==> src/rtl/run_ctrl_pkg.sv <==
// Shared types and default parameter values for the run controller.
package run_ctrl_pkg;

  // Phase encoding of the run controller FSM.
  typedef enum logic [1:0] {
    StIdle  = 2'b00,
    StStart = 2'b01,
    StWork  = 2'b10,
    StStop  = 2'b11
  } run_state_e;

  localparam int unsigned DbNDef    = 16;
  localparam int unsigned PulseWDef = 1;
  localparam int unsigned TmoWDef   = 24;
  localparam int unsigned RunWDef   = 8;

endpackage

==> src/rtl/debounce.sv <==
// Push-button debouncer.
// Ports: clk_i, reset_i (async, active high), btn_i (raw, asynchronous), db_o (debounced level).
// The raw input is synchronised by two flops; db_o follows it only after the synchronised
// value has differed from db_o for 2^N consecutive cycles.
module debounce #(
  parameter int unsigned N = 16
) (
  input  logic clk_i,
  input  logic reset_i,
  input  logic btn_i,
  output logic db_o
);

  logic [1:0]   sync_q;
  logic [N-1:0] cnt_q, cnt_d;
  logic         db_q, db_d;

  always_ff @(posedge clk_i or posedge reset_i) begin
    if (reset_i) begin
      sync_q <= '0;
      cnt_q  <= '0;
      db_q   <= 1'b0;
    end else begin
      sync_q <= {sync_q[0], btn_i};
      cnt_q  <= cnt_d;
      db_q   <= db_d;
    end
  end

  always_comb begin
    cnt_d = '0;
    db_d  = db_q;
    if (sync_q[1] != db_q) begin
      if (&cnt_q) begin
        db_d = sync_q[1];
      end else begin
        cnt_d = cnt_q + 1'b1;
      end
    end
  end

  assign db_o = db_q;

endmodule

==> src/rtl/run_ctrl_edge_rise.sv <==
// Registered rising-edge detector, 1 bit.
// Ports: clk_i, reset_i (async, active high), d_i (level), rise_o (high in the first cycle d_i is
// high after being low).
module edge_rise (
  input  logic clk_i,
  input  logic reset_i,
  input  logic d_i,
  output logic rise_o
);

  logic d_q;

  always_ff @(posedge clk_i or posedge reset_i) begin
    if (reset_i) begin
      d_q <= 1'b0;
    end else begin
      d_q <= d_i;
    end
  end

  assign rise_o = d_i & ~d_q;

endmodule

==> src/rtl/run_ctrl.sv <==
// Start/work/stop run controller for the debug front end.
// Ports: clk_i, reset_i (async, active high), btn_start_i / btn_stop_i (raw buttons),
// tmo_limit_i (WORK timeout in cycles, 0 = none), start_o / working_o / stop_o (one-hot phase),
// timeout_o (sticky auto-stop flag), run_cnt_o (completed runs, wrapping).
module run_ctrl
  import run_ctrl_pkg::*;
#(
  parameter int unsigned DB_N    = DbNDef,
  parameter int unsigned PULSE_W = PulseWDef,
  parameter int unsigned TMO_W   = TmoWDef,
  parameter int unsigned RUN_W   = RunWDef
) (
  input  logic             clk_i,
  input  logic             reset_i,
  input  logic             btn_start_i,
  input  logic             btn_stop_i,
  input  logic [TMO_W-1:0] tmo_limit_i,
  output logic             start_o,
  output logic             working_o,
  output logic             stop_o,
  output logic             timeout_o,
  output logic [RUN_W-1:0] run_cnt_o
);

  localparam int unsigned PcW = (PULSE_W > 1) ? $clog2(PULSE_W) : 1;
  localparam logic [PcW-1:0] PulseLoad = PcW'(PULSE_W - 1);

  logic db_s, db_p, ev_s, ev_p;

  debounce #(.N(DB_N)) u_db_start (
    .clk_i   (clk_i),
    .reset_i (reset_i),
    .btn_i   (btn_start_i),
    .db_o    (db_s)
  );

  debounce #(.N(DB_N)) u_db_stop (
    .clk_i   (clk_i),
    .reset_i (reset_i),
    .btn_i   (btn_stop_i),
    .db_o    (db_p)
  );

  edge_rise u_edge_start (
    .clk_i   (clk_i),
    .reset_i (reset_i),
    .d_i     (db_s),
    .rise_o  (ev_s)
  );

  edge_rise u_edge_stop (
    .clk_i   (clk_i),
    .reset_i (reset_i),
    .d_i     (db_p),
    .rise_o  (ev_p)
  );

  run_state_e       state_q, state_d;
  logic [PcW-1:0]   pulse_q, pulse_d;
  logic [TMO_W-1:0] tmo_cnt_q, tmo_cnt_d;
  logic [TMO_W-1:0] tmo_lim_q, tmo_lim_d;
  logic             timeout_q, timeout_d;
  logic [RUN_W-1:0] run_cnt_q, run_cnt_d;
  logic             tmo_hit;

  always_ff @(posedge clk_i or posedge reset_i) begin
    if (reset_i) begin
      state_q   <= StIdle;
      pulse_q   <= '0;
      tmo_cnt_q <= '0;
      tmo_lim_q <= '0;
      timeout_q <= 1'b0;
      run_cnt_q <= '0;
    end else begin
      state_q   <= state_d;
      pulse_q   <= pulse_d;
      tmo_cnt_q <= tmo_cnt_d;
      tmo_lim_q <= tmo_lim_d;
      timeout_q <= timeout_d;
      run_cnt_q <= run_cnt_d;
    end
  end

  // Hit on the last WORK cycle so that WORK lasts exactly tmo_lim_q cycles.
  assign tmo_hit = (tmo_lim_q != '0) && (tmo_cnt_q == tmo_lim_q - TMO_W'(1));

  always_comb begin
    state_d   = state_q;
    pulse_d   = pulse_q;
    tmo_cnt_d = tmo_cnt_q;
    tmo_lim_d = tmo_lim_q;
    timeout_d = timeout_q;
    run_cnt_d = run_cnt_q;
    unique case (state_q)
      StIdle: begin
        // A simultaneous stop press cancels the start.
        if (ev_s && !ev_p) begin
          state_d   = StStart;
          timeout_d = 1'b0;
          pulse_d   = PulseLoad;
        end
      end
      StStart: begin
        if (pulse_q == '0) begin
          state_d   = StWork;
          tmo_lim_d = tmo_limit_i;
          tmo_cnt_d = '0;
        end else begin
          pulse_d = pulse_q - 1'b1;
        end
      end
      StWork: begin
        if (!(&tmo_cnt_q)) begin
          tmo_cnt_d = tmo_cnt_q + 1'b1;
        end
        // User stop takes priority over a coincident timeout.
        if (ev_p) begin
          state_d = StStop;
          pulse_d = PulseLoad;
        end else if (tmo_hit) begin
          state_d   = StStop;
          pulse_d   = PulseLoad;
          timeout_d = 1'b1;
        end
      end
      StStop: begin
        if (pulse_q == '0) begin
          state_d   = StIdle;
          run_cnt_d = run_cnt_q + 1'b1;
        end else begin
          pulse_d = pulse_q - 1'b1;
        end
      end
    endcase
  end

  assign start_o   = (state_q == StStart);
  assign working_o = (state_q == StWork);
  assign stop_o    = (state_q == StStop);
  assign timeout_o = timeout_q;
  assign run_cnt_o = run_cnt_q;

endmodule

==> config.mk <==
export PLATFORM = sky130hd
export DESIGN_NAME = run_ctrl
export DESIGN_NICKNAME = d
export VERILOG_FILES = /design/src/rtl/run_ctrl_pkg.sv /design/src/rtl/debounce.sv /design/src/rtl/run_ctrl_edge_rise.sv /design/src/rtl/run_ctrl.sv
export SDC_FILE = /design/constraint.sdc
export NUM_CORES = 1
export LEC_CHECK = 0
export CAP_MARGIN = 10
export CORE_MARGIN = 8
export CORE_UTILIZATION = 59
export CTS_CLUSTER_SIZE = 10
export DETAILED_ROUTE_END_ITERATION = 10
export GPL_TIMING_DRIVEN = 0
export PLACE_DENSITY_LB_ADDON = 0.08
export SYNTH_ARGS = -nofsm -noshare
export SYNTH_HDL_FRONTEND = slang
export SYNTH_HIERARCHICAL = 1
export SYNTH_SLANG_ARGS = --single-unit
export TNS_END_PERCENT = 1
==> constraint.sdc <==
create_clock -name clk_i -period 3.1 [get_ports clk_i]
set_input_delay 0.62 -clock clk_i [delete_from_list [all_inputs] [get_ports clk_i]]
set_output_delay 0.62 -clock clk_i [all_outputs]
set_load 0.05 [all_outputs]
After elaboration in Yosys (flattened, before gate mapping)
Index checks and enable logic that the tools add are counted.
{"block": "word_totals", "input_bits": 28, "output_inout_bits": 12, "mem_bits_rw": 0, "memories": 0, "rom_bits": 0, "regBits": 100, "latch_bits": 0, "word_cells": 78}
{"block": "classes", "shifts": 0, "mul": 0, "n_lt_le_gt_ge": 0, "n_eq_ne": 13, "n_reduce_logical": 19, "n_bitwise": 5, "muxes": 21, "div_mod_pow": 0, "n_addsub": 6}
{"operator": "2-to-1 mux 16 bit", "count": 4}
{"operator": "2-to-1 mux 24 bit", "count": 2}
{"operator": "one-hot mux 24 bit (2 select lines)", "count": 1}
{"operator": "AND reduction 17 bit", "count": 2}
{"operator": "adder 16 x 1 -> 16 bit (second input constant)", "count": 2}
{"operator": "AND reduction 16 bit", "count": 2}
{"operator": "adder 24 x 1 -> 24 bit (second input constant)", "count": 1}
{"operator": "== test 24 bit", "count": 1}
{"operator": "AND reduction 24 bit", "count": 1}
{"operator": "nonzero test 24 bit", "count": 1}
{"operator": "subtractor 24 x 1 -> 24 bit (second input constant)", "count": 1}
{"operator": "2-to-1 mux 2 bit", "count": 5}
{"operator": "inequality test 2 bit (second input constant)", "count": 5}
{"operator": "adder 8 x 1 -> 8 bit (second input constant)", "count": 1}
{"operator": "one-hot mux 2 bit (4 select lines)", "count": 1}
{"operator": "AND reduction 4 bit", "count": 2}
{"operator": "2-to-1 mux 1 bit", "count": 6}
{"operator": "AND reduction 2 bit", "count": 3}
{"operator": "== test 2 bit (second input constant)", "count": 2}
{"operator": "nonzero test 2 bit", "count": 2}
{"operator": "inequality test 3 x 1 -> 1 bit (second input constant)", "count": 1}
{"operator": "inverter 1 bit", "count": 3}
{"operator": "one-hot mux 1 bit (3 select lines)", "count": 1}
{"operator": "AND reduction 3 bit", "count": 1}
{"operator": "10 further kinds", "count": 13}

Depth between registers and ports, before layout
Gate-level depths: netlist of run 1.
{"block": "depth", "depth_word": 6, "depth_mapped": 11, "ltp_nobuf": 10}

Hierarchy
Netlist of run 1, hierarchy kept.
{"module": "run_ctrl", "cells_per_inst": 363, "area_each_um2": 3570.9, "n_inst": 1, "seq_area_each_um2": 1476.4}
{"module": "debounce", "cells_per_inst": 85, "area_each_um2": 892.1, "n_inst": 2, "seq_area_each_um2": 475.5}
{"module": "edge_rise", "cells_per_inst": 3, "area_each_um2": 42.5, "n_inst": 2, "seq_area_each_um2": 25.0}

Worst setup path after synthesis of run 1
OpenSTA, ideal clock, no wires.
{"block": "synth_path", "kind": "reg-to-reg", "from": "register tmo_lim_q[0]", "to": "register state_q[1]", "t_required_ns": 2.972, "path_stages_with_launch": 11, "path_buffers": 0, "arrival_time_ns": 2.711, "setup_ns": 0.128, "slack_ns": 0.261, "period_less_slack_ns": 2.839, "path_cell_list": "dfrtp_1 > inv_1 > ha_1 > or3b_1 > nor3_1 > xnor2_1 > or4_1 > nor4_1 > nand4_1 > a31oi_1 > mux2_1"}
{"block": "synth_between", "elab_chain_cells": 5, "elab_cells_between_ends": 6, "classes_between": "1 x add/sub; 2 x eq/ne; 3 x reduce/logical"}
{"element": "start, declared", "line": "run_ctrl.sv:61", "text": "logic [TMO_W-1:0] tmo_lim_q, tmo_lim_d;"}
{"element": "start signal, assigned", "line": "run_ctrl.sv:78", "text": "tmo_lim_q <= tmo_lim_d;"}
{"element": "subtractor 24 x 1 -> 24 bit", "line": "run_ctrl.sv:85", "text": "assign tmo_hit = (tmo_lim_q != '0) && (tmo_cnt_q == tmo_lim_q - TMO_W'(1));"}
{"element": "== test 24 bit", "line": "run_ctrl.sv:85"}
{"element": "logical AND 1 bit (*)", "line": "run_ctrl.sv:85"}
{"element": "inequality test 3 x 1 -> 1 bit (no line) (*)"}
{"element": "AND reduction 4 bit (no line) (*)"}
{"element": "end signal, assigned", "line": "run_ctrl.sv:68", "text": "state_q <= StIdle;"}
{"element": "end signal, assigned", "line": "run_ctrl.sv:75", "text": "state_q <= state_d;"}
{"element": "end, declared", "line": "run_ctrl.sv:58", "text": "run_state_e state_q, state_d;"}
Every way passes the cells marked *; elsewhere a longest branch is shown, timed or not.
A chain may end at the register's enable or synchronous reset.

Worst setup path in the final report of run 1
Same ends and word-level chain as after synthesis.

==> reports/results.tsv, run 1 <==
metric	value	unit
status	complete, no violations	
reg2reg setup slack	0.11	ns
DP Wirelength	8.39	mm
skew final	0.00957	ns
Post-Layout Cell Count	716	
worst setup margin	0.110	ns
highest routed layer	met4	
R2R cell count	11	
pre-CTS setup slack	-0.365	ns
layout cell share with drive strength beyond 1	15.4	%
H-tree levels	3	
Synth Flop Type	dfrtp_1	
Crit path buffers/inverters	3	
cells after synthesis	539	
cell repeated most along the worst path	buf_4	
WL per Instance	16.3	µm
area grow syn2layout	17.2	%
# clock sinks	99	
CP Max Fanout	4	
CP Depth	11	
top post-synthesis cells by area	dfrtp_1 46%, xor2_1 6.0%, mux2_2 5.4%	
WL met2	5.77	mm
vias in the first global route	4149	
Worst Path Arrival	3.24	ns
Via density	5.91	
Slew Limit Fails	0	
placed insts	690	
# fillers	717	
Hold Buf Count CTS	0	
Worst Setup SP	tmo_lim_q[0]	
clk slew on worst S/H paths	0.10	ns
FF+latch count, synth	99	
Hold Violations, Final	0	
pwr/cell area	353	nW/µm²
antenna violations before repair	0	
Max Buffers Root-to-Sink	2	
critical path class	reg2reg	
post-synth top area cell	dfrtp_1	
Final Cycle Share	96.5	%
Rel. slew slack	53.8	%
Final setup violation count	0	
clk root buf	clkbuf_8	
area share of the largest cell type after synthesis	45.5	%
max cap viols	0	
vias	4232	
Placer Congestion	0.890	
die height	112	µm
first-pass GRT wire length	19.6	mm
most common cell after layout, fill and taps aside	dfrtp_1	
# DRC	0	
Unique masters post-synth	64	
CP cell instances	buf_4 -> buf_4 -> or4_1 -> nor2_2 -> xnor2_1 -> nand4_1 -> nor4_2 -> nand4_1 -> buf_4 -> a31oi_4 -> mux2_1	
mapped cell area	5440	µm²
final antenna-violating net count	0	
grt ovf	0	
die area	12500	µm²
Iter 0 DRT Violations	184	
nets	638	
# IOs	40	
Critical Path Source Type	register	
Post-synth ARST share	100	%
Mapped Avg Cell Area	10.1	µm²
routed wl met3	407	µm
Mapped Nets	577	
highest clock rate	0.334	GHz
CTS Buf Count	9	
met1 WL	5.17	mm
Die X	112	µm
commonest cells after routing, fill and taps aside	98 x dfrtp_1, 53 x nor2_1, 39 x clkdlybuf4s50_1	
max incr delay on CP	0.63	ns
worst-skew pair later-pin latency	0.36	ns
largest net degree at the start of global routing	40	
Starting Density	59.7	%
Reg-to-Reg End	state_q[1]	
Worst setup endpoint	state_q[1]	
EDFF count, synth	0	
YS warnings	6	
critical path's top delay family	simple AND/OR/NAND/NOR gates	
# port buffers	39	
CTS tree	done	
Cell Rows	35	
Seq/Total Area, Yosys	45.5	%
core area	9110	µm²
Critical R2R Launch	tmo_lim_q[0]	
Worst Tran Pin Value	0.693	ns
First-pass DRT Iterations	4	
Crit path required time	3.35	ns
P_leak	2.82	nW
slowest CP cell	or4_1	
kind of path behind the tightest hold check	reg2reg	
Routed WL	11.7	mm
Final min period	2.99	ns
antenna cell count	0	
crit path capture type	register	
Tot Pwr	2.25	mW
maximum vdd drop	246	µV
global-route total usage across every layer	19.0	%
power by group:
part | internal (mW) | total [mW] | switching, mW
Clock | 0.404 | 0.856 | 0.452
Sequential | 1.30 | 1.31 | 0.00641
Combinational | 0.0431 | 0.0882 | 0.0451
synthesized netlist by cell type, types with 11 or more instances:
master / count
nor4_1: 11
xor2_1: 37
o21ai_0: 17
clkbuf_1: 16
nand3_1: 32
nor2_1: 55
a21oi_1: 15
xnor2_1: 33
nand2_1: 29
dfrtp_1: 99
nand4_1: 26
inv_1: 18
mux2_2: 26
registers in the layout (all words and copies together), names as in the netlist:
| name | cells |
|---|---|
| tmo_cnt_q | 24 |
| tmo_lim_q | 24 |
| u_db_start/cnt_q | 16 |
| u_db_stop/cnt_q | 16 |
| run_cnt_o | 8 |
| state_q | 2 |
| u_db_start/sync_q | 2 |
| u_db_stop/sync_q | 2 |
| timeout_o | 1 |
| u_db_start/db_o | 1 |
| u_db_stop/db_o | 1 |
| u_edge_start/d_q | 1 |
| u_edge_stop/d_q | 1 |
repair_timing:
action / in CTS / in global routing
gates resized for setup: 10 / 16
buffers inserted: 7 / 3
setup endpoints to repair: 3 / 2
pin swaps: 2 / 4
metal layers:
layer	vias to the layer above	global-route usage (%)
met5	-	0
met4	0	8.90
met3	27	3.76
met2	93	31.7
met1	2063	23.4
li1	2049	-
area by class of cell:
| cell class | instances | area (µm²) | share of cell area (%) |
|---|---|---|---|
| Multi-Input combinational cell | 400 | 2890 | 45.3 |
| Sequential cell | 99 | 2480 | 38.9 |
| Timing Repair Buffer | 50 | 485 | 7.62 |
| Tap cell | 111 | 139 | 2.18 |
| Clock buffer | 10 | 138 | 2.16 |
| Buffer | 22 | 109 | 1.71 |
| Clock inverter | 6 | 68.8 | 1.08 |
| Inverter | 18 | 67.6 | 1.06 |
cell families after synthesis:
group | share of synthesized area (%)
DFF | 45.5
AOI/OAI and AO/OA | 8.42
adders and majority gates | 2.30
buffers and inverters | 3.20
and+or+nand+nor | 23.3
xor gates and xnor gates | 11.3
muxes | 5.96
worst min path at each step:
stage                                    start                    to  slack, ns  depth (start not counted)
after floorplan           u_db_start/sync_q[0]  u_db_start/sync_q[1]       0.33                          0
after global placement     u_db_stop/sync_q[0]   u_db_stop/sync_q[1]       0.33                          0
after detailed placement  u_db_start/sync_q[0]  u_db_start/sync_q[1]       0.34                          0
after CTS                  u_db_stop/sync_q[0]   u_db_stop/sync_q[1]       0.36                          0
after global routing      u_db_start/sync_q[0]  u_db_start/sync_q[1]       0.37                          0
final                      u_db_stop/sync_q[0]   u_db_stop/sync_q[1]       0.36                          0
stage by stage:
step | util [%] | cell area, µm² | hold WS [ns] | TNS, ns
6_report | 70.0 | 6370 | 0.356 | 0
3_3_place_gp | 65.5 | 5970 | 0.332 | -11.58
5_1_grt | 70.0 | 6370 | 0.371 | -0.00857
4_1_cts | 69.1 | 6290 | 0.356 | 0
3_5_place_dp | 65.8 | 5990 | 0.337 | -0.505
2_1_floorplan | - | 5440 | 0.331 | 0
No activity file was read; power rests on OpenSTA's default activity.
==> run 2: changes to the inputs <==
--- a/config.mk
+++ b/config.mk
@@ -7,7 +7,7 @@
 export LEC_CHECK = 0
 export CAP_MARGIN = 10
 export CORE_MARGIN = 8
-export CORE_UTILIZATION = 59
+export CORE_UTILIZATION = 53
 export CTS_CLUSTER_SIZE = 10
 export DETAILED_ROUTE_END_ITERATION = 10
 export GPL_TIMING_DRIVEN = 0
==> constraint.sdc (replaced) <==
create_clock -name clk_i -period 2.64 [get_ports clk_i]
set_input_delay 0.528 -clock clk_i [delete_from_list [all_inputs] [get_ports clk_i]]
set_output_delay 0.528 -clock clk_i [all_outputs]
set_load 0.05 [all_outputs]
==> run 2 against run 1 <==
Effect of this change: largest cell class unchanged; the run now ends with negative setup slack left; global-route usage decreased by 1.6 points; combinational power increased by 18%; clock skew increased by 0.0018 ns; highest routed layer unchanged; flip-flop and latch count unchanged; die area increased by 9.7%; critical path depth increased by 1; largest power group unchanged.
==> reports/results.tsv, run 2 (synthesis results as in run 1) <==
metric	value	unit	change
status	complete, but fails checks		
failing checks	negative setup slack		
R2R cell count	12		+1
Starting Density	53.7	%	-6.1 points
Worst Setup SP	tmo_lim_q[1]		
clk root buf	clkbuf_8		
first-pass GRT wire length	20.0	mm	+2.3%
highest clock rate	0.351	GHz	+4.8%
# fillers	827		+15%
crit path capture type	register		
DP Wirelength	8.40	mm	+0.12%
Post-DP Area	6040	µm²	+0.79%
nets	643		+0.78%
min-delay src	u_db_stop/sync_q[0]		
# DRC	0		unchanged
CTS Buf Count	9		unchanged
CTS tree	done		
Worst Path Arrival	3.12	ns	-0.12 ns
global-route total usage across every layer	17.4	%	-1.6 points
critical path class	reg2reg		
CP Max Fanout	6		+2
# clock sinks	99		unchanged
Cell Rows	37		+5.7%
worst setup margin	-0.212	ns	-0.322 ns
core area	10100	µm²	+11%
largest registers	tmo_cnt_q x24, tmo_lim_q x24		
layout cell share with drive strength beyond 1	19.5	%	+4.1 points
worst-skew pair later-pin latency	0.37	ns	about the same
post-route cell area	6520	µm²	+2.2%
Final Cycle Share	108	%	+12 points
antenna violations before repair	0		unchanged
H-tree levels	3		unchanged
kind of path behind the tightest hold check	reg2reg		
First-pass DRT Iterations	4		unchanged
WL per Instance	15.7	µm	-4.0%
# IOs	40		unchanged
pwr/cell area	392	nW/µm²	+11%
Critical Path Source Type	register		
clk slew on worst S/H paths	0.10	ns	about the same
die height	117	µm	+4.7%
# port buffers	39		unchanged
WHS Path Cells	0		unchanged
final antenna-violating net count	0		unchanged
Crit path required time	2.91	ns	-0.44 ns
area grow syn2layout	19.8	%	
Routed WL	11.7	mm	about the same
vias in the first global route	4263		+2.7%
most common cell after layout, fill and taps aside	dfrtp_1		
Placer Congestion	0.927		+4.1%
Hold Buf Count CTS	0		unchanged
grt ovf	0		unchanged
commonest cells after routing, fill and taps aside	94 x dfrtp_1, 54 x nor2_1, 38 x clkdlybuf4s50_1		
Iter 0 DRT Violations	147		-20%
Worst Tran Pin Value	0.710	ns	+0.0178 ns
vias	4197		-0.83%
largest net degree at the start of global routing	33		-18%
Die X	117	µm	+4.7%
antenna cell count	0		unchanged
Final setup violation count	2		+2
Max Buffers Root-to-Sink	2		unchanged
Slew Limit Fails	0		unchanged
RSZ-0062 raised after global routing	yes		
Critical R2R Launch	tmo_lim_q[1]		
Rel. slew slack	52.6	%	-1.2 points
Post-Layout Cell Count	746		+4.2%
Via density	5.63		-4.8%
maximum vdd drop	379	µV	+54%
placed insts	715		+3.6%
die area	13800	µm²	+9.7%
max cap viols	0		unchanged
skew final	0.0114	ns	+0.00183 ns
Hold Violations, Final	0		unchanged
P_leak	2.86	nW	+1.5%
Final min period	2.85	ns	-0.138 ns
run 2: cell types whose count changed in the layout (fill, tap and decap cells not counted), moves of 2 or more:
cell      before  now
buf_4         12   21
dfrtp_1       98   94
clkbuf_1      14    9
nor3_2         0    2
nor4_2         2    4
dfrtp_2        1    5
clkinv_2       2    0
nor4_1         9    7
run 2: cell type report:
type	count	area [µm²]	share of cell area, %
buffer	16	88.8	1.36
clock buffer	11	141	2.17
clock inverter	5	45.0	0.691
inverter	18	67.6	1.04
multi-input combinational	400	2940	45.2
sequential	99	2480	38.1
tap	136	170	2.61
timing repair buffer	61	577	8.85
run 2: worst paths after layout:
| path | to | slack [ns] |
|---|---|---|
| worst max-delay path | state_q[1] | -0.21 |
| worst min-delay path | u_db_stop/sync_q[1] | 0.36 |
| worst max register to register | state_q[1] | -0.21 |
| worst min register to register | u_db_stop/sync_q[1] | 0.36 |
| max in group asynchronous | tmo_lim_q[9] | 1.36 |
| min in group asynchronous | u_edge_start/d_q | 0.41 |
run 2: routing by layer:
| metal | share of wire [%] | GRT usage, % | wire [µm] |
|---|---|---|---|
| met2 | 50 | 29.5 | 5790 |
| met1 | 43 | 20.3 | 5040 |
| met4 | 3.2 | 8.84 | 376 |
| met5 | 0 | 0 | 0 |
| met3 | 4.1 | 3.93 | 475 |
run 2: worst max-delay path: stages, from the launching register on:
cell and delay, ns:
dfrtp_1 0.41, inv_2 0.09, ha_4 0.16, or3b_4 0.42
buf_12 0.15, nor2_4 0.14, a31oi_1 0.13, o21a_1 0.24
o31ai_4 0.22, nand4_1 0.13, buf_4 0.17, a31oi_4 0.19
mux2_4 0.31
run 2: power breakdown:
part,internal [mW],switching (mW)
Clock,0.384,0.531
Sequential,1.53,0.00774
Combinational,0.0508,0.0531
Total,1.96,0.592
run 2: what timing repair did:
| item | in CTS | in global routing |
|---|---|---|
| pin swaps | 7 | 8 |
| endpoints found under the setup margin | 13 | 15 |
| gates resized for setup | 21 | 19 |
| setup buffers | 9 | 12 |
run 2: through the flow:
stage / TNS [ns] / hold slack (ns) / util [%] / total power, mW / worst slack [ns]
finish: -0.243 / 0.356 / 64.3 / 2.55 / -0.212
global route: -0.599 / 0.365 / 64.3 / 2.67 / -0.339
CTS: -0.412 / 0.359 / 62.7 / 2.60 / -0.303
detailed placement: -2.65 / 0.335 / 59.5 / 1.67 / -0.665
global placement: -35.37 / 0.333 / 59.3 / 1.66 / -0.570
floorplan: -0.112 / 0.257 / - / 1.61 / -0.112
